### config.mk
export PLATFORM = sky130hd
export DESIGN_NAME = mmio_timer
export DESIGN_NICKNAME = d
export VERILOG_FILES = /design/src/rtl/mmio_timer.sv
export SDC_FILE = /design/constraint.sdc
export NUM_CORES = 1
export LEC_CHECK = 0
export ABC_AREA = 1
export CORE_MARGIN = 1
export CORE_UTILIZATION = 57
export DETAILED_ROUTE_END_ITERATION = 16
export PLACE_DENSITY = 0.95
export SKIP_LAST_GASP = 1
export SYNTH_ARGS = -nofsm -noshare
export SYNTH_HDL_FRONTEND = slang
export SYNTH_SLANG_ARGS = --single-unit
### constraint.sdc
create_clock -name clk -period 2.7 [get_ports clk]
set_clock_uncertainty 0.05 [all_clocks]
set_input_delay 0.54 -clock clk [delete_from_list [all_inputs] [get_ports clk]]
set_output_delay 0.54 -clock clk [all_outputs]
set_load 0.01 [all_outputs]
### src/rtl/mmio_timer.sv
// mmio_timer: memory-mapped prescaled 32-bit up-counter with compare-match interrupt,
// decoded in a 32-byte window beside the data memory on the MEM stage.
module mmio_timer #(
    parameter logic [31:0] BASE_ADDR = 32'h0000_1000
) (
    input  logic        clk,
    input  logic        rst,
    input  logic        MemRead,
    input  logic        MemWrite,
    input  logic [2:0]  funct3,
    input  logic [31:0] Address,
    input  logic [31:0] Write_data,
    output logic [31:0] Read_data,
    output logic        sel,
    output logic        irq
);
    logic        enable_q, enable_d, auto_reload_q, auto_reload_d;
    logic        irq_en_q, irq_en_d, match_q, match_d;
    logic [7:0]  prescale_q, prescale_d, pre_cnt_q, pre_cnt_d;
    logic [31:0] count_q, count_d, compare_q, compare_d;
    logic [1:0]  lane;
    logic [2:0]  idx;
    logic        valid, is_b, is_h, is_w, ok, we, tick, hit, count_wr, w1c;
    logic [3:0]  bmask;
    logic [31:0] mask, wsh, rword, merged, rsh;

    always_comb begin
        sel = Address[31:5] == BASE_ADDR[31:5];
        lane = Address[1:0];
        idx = Address[4:2];
        valid = funct3 == 3'b000 || funct3 == 3'b001 || funct3 == 3'b010 ||
                funct3 == 3'b100 || funct3 == 3'b101;
        is_b = funct3[1:0] == 2'b00;
        is_h = funct3[1:0] == 2'b01;
        is_w = funct3[1:0] == 2'b10;
        ok = sel && valid && (is_b || (is_h && !lane[0]) || (is_w && lane == 2'b00));
        bmask = is_w ? 4'hF : is_h ? (4'h3 << lane) : (4'h1 << lane);
        mask = {{8{bmask[3]}}, {8{bmask[2]}}, {8{bmask[1]}}, {8{bmask[0]}}};
        wsh = Write_data << {lane, 3'b000};
        rword = idx == 3'd0 ? {16'b0, prescale_q, 5'b0, irq_en_q, auto_reload_q, enable_q} :
                idx == 3'd1 ? count_q :
                idx == 3'd2 ? compare_q :
                idx == 3'd3 ? {31'b0, match_q} : 32'b0;
        merged = (rword & ~mask) | (wsh & mask);
        we = MemWrite && ok;
        // Loads see register state before any same-cycle store commits.
        rsh = rword >> {lane, 3'b000};
        Read_data = !(MemRead && ok) ? 32'b0 :
                    is_w ? rword :
                    is_h ? (funct3[2] ? {16'b0, rsh[15:0]} : {{16{rsh[15]}}, rsh[15:0]}) :
                    (funct3[2] ? {24'b0, rsh[7:0]} : {{24{rsh[7]}}, rsh[7:0]});
        irq = match_q && irq_en_q;
    end

    always_comb begin
        tick = enable_q && pre_cnt_q == prescale_q;
        hit = tick && count_q == compare_q;
        count_wr = we && idx == 3'd1;
        w1c = we && idx == 3'd3 && mask[0] && wsh[0];
        enable_d = (we && idx == 3'd0) ? merged[0] : enable_q;
        auto_reload_d = (we && idx == 3'd0) ? merged[1] : auto_reload_q;
        irq_en_d = (we && idx == 3'd0) ? merged[2] : irq_en_q;
        prescale_d = (we && idx == 3'd0) ? merged[15:8] : prescale_q;
        pre_cnt_d = (!enable_q || !enable_d || tick) ? 8'd0 : pre_cnt_q + 8'd1;
        count_d = count_wr ? merged :
                  tick ? ((hit && auto_reload_q) ? 32'd0 : count_q + 32'd1) : count_q;
        compare_d = (we && idx == 3'd2) ? merged : compare_q;
        match_d = (hit && !count_wr) || (match_q && !w1c);
    end

    always_ff @(posedge clk) begin
        if (rst) begin
            enable_q <= 1'b0;
            auto_reload_q <= 1'b0;
            irq_en_q <= 1'b0;
            prescale_q <= 8'd0;
            pre_cnt_q <= 8'd0;
            count_q <= 32'd0;
            compare_q <= 32'hFFFF_FFFF;
            match_q <= 1'b0;
        end else begin
            enable_q <= enable_d;
            auto_reload_q <= auto_reload_d;
            irq_en_q <= irq_en_d;
            prescale_q <= prescale_d;
            pre_cnt_q <= pre_cnt_d;
            count_q <= count_d;
            compare_q <= compare_d;
            match_q <= match_d;
        end
    end
endmodule

==> flow_summary.ini, run 1 <==
[cts]
cts_sinks = 84
root_buffer = clkbuf_16
cts_max_path_buffers = 2
cts_hold_buffers = 0
cts.htree.levels = 3
cts_buffers = 9

[place]
portBuffers = 104
pre_cts_ws_ns = -1.01
place.gp.congestion = 1.15
dpl_cell_area_mm2 = 0.00955
dp_hpwl_um = 22900

[grt]
gr-total-overflow = 156
grt_pass1_vias = 14100
grt_max_degree = 50
grt_pass1_wl_um = 81000
grt_usage = 0.795

[logic_synthesis]
syn_area_per_cell_um2 = 5.72
synth.distinct_cells = 46
synth-seq-cells = 84
postSynthCellCount = 1314
synth_area_leader_cell = dfxtp_1
yosysSeqAreaShare = 0.224
yosysWarnings = 0
synth_nets = 1387
synth.cell_area_mm2 = 0.00752
ys.flop_type = dfxtp_1
synth_area_leaders = dfxtp_1 (22%), nand2_1 (21%), inv_1 (7.9%), nor2_1 (7.0%), nand3_1 (5.4%)
synth_edf_count = 0
async_flop_share = 0
yosysTopAreaCellShare = 0.224

[floorplan]
io_pins = 105
die_width_um = 117
row_count = 41
die_h_um = 117
start_util = 0.591

[run_status]
outcome = did not finish
tool.error = [ERROR GRT-0116] Global routing finished with congestion. Check the congestion regions in the DRC Viewer.
haltStage = 5_1_grt
==> layer usage <==
metal | GRT usage | overflow
met3 | 0.676 | 8
met4 | 0.854 | 58
met2 | 0.924 | 83
met1 | 0.777 | 6
met5 | 0.393 | 1
==> cell families after synthesis <==
group / Yosys count / share of synthesized area
AND/OR/NAND/NOR: 722 / 0.413
buffers and inverters: 234 / 0.134
AO/OA/AOI/OAI: 224 / 0.171
flip-flops: 84 / 0.224
XOR/XNOR: 47 / 0.0548
adder cells (fa/ha/maj): 2 / 0.00333
multiplexers: 1 / 0.00133
==> metrics by stage <==
stage | TNS, ns | cells
floorplan | 0 | 1314
global placement | -26.60 | 1675
detailed placement | -31.04 | 1675
CTS | -1.20 | 1785
==> timing repair <==
item	in CTS
buffers inserted	93
resized for setup	239
pin swaps	37
cloned	1
endpoints found under the setup margin	33
==> cell usage after synthesis (2+ instances only) <==
cell / instances
clkinv_1: 4
xnor2_1: 16
nand2_1: 413
nand2_4: 3
o31ai_1: 2
buf_2: 21
a22oi_1: 13
inv_1: 159
o221ai_1: 4
o21ai_1: 10
clkbuf_1: 19
nand3_1: 81
nand3_2: 4
nor3_2: 3
nor2_2: 16
o22ai_1: 16
ha_1: 2
nor3_1: 23
o211ai_1: 17
nand4_1: 22
clkbuf_2: 5
a31oi_1: 9
o21a_1: 2
a21oi_2: 4
a21oi_1: 78
inv_2: 12
dfxtp_1: 84
o21ai_0: 67
nor2_1: 141
nand2_2: 5
buf_6: 12
xor2_1: 31
nand3_4: 2
nor2_8: 2
==> run 2: changes to the inputs <==
--- a/config.mk
+++ b/config.mk
@@ -7,9 +7,9 @@
 export LEC_CHECK = 0
 export ABC_AREA = 1
 export CORE_MARGIN = 1
-export CORE_UTILIZATION = 57
+export CORE_UTILIZATION = 40
 export DETAILED_ROUTE_END_ITERATION = 16
-export PLACE_DENSITY = 0.95
+export PLACE_DENSITY_LB_ADDON = 0.15
 export SKIP_LAST_GASP = 1
 export SYNTH_ARGS = -nofsm -noshare
 export SYNTH_HDL_FRONTEND = slang
==> run 2 against run 1 <==
Against the previous run:
- the flow now finishes, with violations (negative setup slack)
- synthesized cell count unchanged
- synthesized area did not move
==> flow_summary.ini, run 2 <==
[layout]
diodes = 0
final_cell_mix = nand2_1 (398), buf_4 (263), inv_1 (126)
reg_top3 = compare_q: 32 flops, count_q: 32 flops
final_area_mm2 = 0.0116
nNetsFinal = 1741
areaGrowthSynthToFinish_pct = 54.9
drive_gt1_frac = 0.321
layout.cells.most_common = nand2_1

[grt]
grt_busiest_layer = met2
grt_pass1_vias = 9846
gr-total-overflow = 0
grt_pass1_wl_um = 54100
antenna_found_initial = 0
met1_usage = 0.458
grtUsageMet3 = 0.0773
grtUsageMet2 = 0.592
grt_max_degree = 50
grt_usage = 0.364

[cts]
clk_pin_slew_worst_paths_ns = 0.06
cts_sinks = 84
cts_hold_buffers = 0
cts_buffers = 9
insertion_delay_ns = 0.36
cts_max_path_buffers = 2
root_buffer = clkbuf_16
cts.htree.levels = 3
cts_tree = yes

[logic_synthesis]
synth_area_leader_cell = dfxtp_1
synth.distinct_cells = 46
synth_area_leaders = dfxtp_1 (22%), nand2_1 (21%), inv_1 (7.9%), nor2_1 (7.0%), nand3_1 (5.4%)
synth_nets = 1387
synth_compound_area_frac = 0.171
synth_simple_gate_area_frac = 0.413
synthMuxAreaShare = 0.00133
synth_top_family_by_area = simple AND/OR/NAND/NOR gates
synth.most_common_cell = nand2_1
synth-seq-cells = 84
syn_area_per_cell_um2 = 5.72
postSynthCellCount = 1314
yosysWarnings = 0
synth-xor-area-share = 0.0548
synth_edf_count = 0
async_flop_share = 0
synth.cell_area_mm2 = 0.00752
synth_common_cells = nand2_1 (413), inv_1 (159), nor2_1 (141)
yosysSeqAreaShare = 0.224
yosysTopAreaCellShare = 0.224
ys.flop_type = dfxtp_1
synthAdderAreaFrac = 0.00333

[floorplan]
row_count = 49
die-area_mm2 = 0.0193
die_h_um = 139
die_width_um = 139
start_util = 0.413
io_pins = 105
core_area_mm2 = 0.0182

[critical_path]
path_max_fanout = 7
cp.required_ns = 2.11
critPathCapture = Read_data[30]
critical_path.startpoint = Address[24]
reg2reg_depth = 12
rr_endpoint = count_q[28]
cp-start-kind = input port
r2r_slack_ns = 0.34
r2r_start = count_q[29]
worstSetupPathType = input port to output pin
end_kind = output pin
cp.arrival_ns = 2.27

[timing]
rsz0062_at_grt = yes
setup_violations = 30
max_freq_mhz = 349
worst_slack_ns = -0.162
hold_viol = 0
hold_ws_ns = 0.420
slew-limit-headroom = 0.273
period_minus_slack_ns = 2.86
layout_worst_path_cycle_share = 1.06
tightestPinTransition_ns = 1.08
report.final.slew_viol_count = 0

[drt]
first_pass_iters = 7
ant_nets = 0
wl_um = 36200
vias = 10200
wl_per_cell_um = 19.1
drt_iter0_drc = 928
remaining_drc_errors = 0
viasPerCell = 5.39

[place]
place.gp.congestion = 0.985
portBuffers = 104
dp_hpwl_um = 26400
dpl_cell_area_mm2 = 0.00983

[flow_run]
cap_viol_max_count = 0

[pwr]
power.density_mw_per_mm2 = 291
power.leakage_nw = 5.38
ir_worst_vdd_v = 0.000301

[worst_hold_path]
hp-class = flip-flop to flip-flop

[run_status]
outcome = complete, but fails checks
violations = negative setup slack
run 2: cell counts after synthesis:
Identical to the previous run, type by type.
run 2: critical path, stage by stage:
cell             delay (ns)
clkdlybuf4s15_1        0.17
inv_2                  0.06
nand4_1                0.10
nor2_1                 0.12
nand2_1                0.10
nor2_2                 0.15
nand2_1                0.10
inv_1                  0.07
nand2_2                0.09
nor2_4                 0.15
buf_6                  0.13
nand3_4                0.13
buf_6                  0.17
nor2_4                 0.10
buf_6                  0.10
run 2: power by group:
part / switching, W / internal, W / total, W
Clock: 0.000580 / 0.000724 / 0.00130
Combinational: 0.000461 / 0.000382 / 0.000842
Sequential: 0.000000000000368 / 0.00124 / 0.00124
Total: 0.00104 / 0.00234 / 0.00338
run 2: how the worst min path moves through the flow:
stage | end | slack [ns] | startpoint | cells after the start
after floorplan | enable_q | 0.39 | enable_q | 1
after global placement | enable_q | 0.40 | enable_q | 1
after detailed placement | enable_q | 0.41 | enable_q | 1
after CTS | enable_q | 0.42 | enable_q | 1
after global routing | enable_q | 0.46 | enable_q | 1
final | enable_q | 0.42 | enable_q | 1
run 2: area by class of cell:
type	count	area [um2]
flip-flops and latches	84	1680
clock inverters	6	73.8
well taps	229	287
clock buffers	9	225
repair buffers	401	3360
fillers	1716	6570
multi-input cells	997	5340
inverters	175	683
run 2: timing repair:
item,CTS,global route
buffers inserted,122,17
cloned,1,5
endpoints found under the hold margin,0,0
gates resized for setup,221,193
pin swaps,34,51
setup endpoints to repair,32,117
run 2: stage by stage:
step                      utilization  worst slack (ns)  TNS (ns)  power, W  cells
final                           0.639            -0.162     -2.50   0.00338   1901
after global routing            0.639            -0.264     -7.87   0.00348   1901
after CTS                       0.609            -0.193     -8.82   0.00331   1892
after detailed placement        0.540            -0.922    -33.87   0.00191   1754
after global placement          0.540            -0.867    -31.27   0.00192   1754
after floorplan                     -             0.219         0   0.00154   1314
run 2: cells by family (layout without fill, tap and decap cells):
group	after synthesis	count (layout)
multiplexers	1	1
XOR/XNOR	47	47
flip-flops	84	84
buffers and inverters	234	591
AO/OA/AOI/OAI	224	224
adder cells (fa/ha/maj)	2	2
AND/OR/NAND/NOR	722	723
run 2: routing by layer:
| metal | vias up | share of wire |
|---|---|---|
| met1 | 4702 | 0.41 |
| met4 | 0 | 0.051 |
| met3 | 121 | 0.083 |
| li1 | 4919 | - |
| met2 | 498 | 0.45 |
| met5 | - | 0 |
Note: power is estimated with default switching activity, not from simulation.
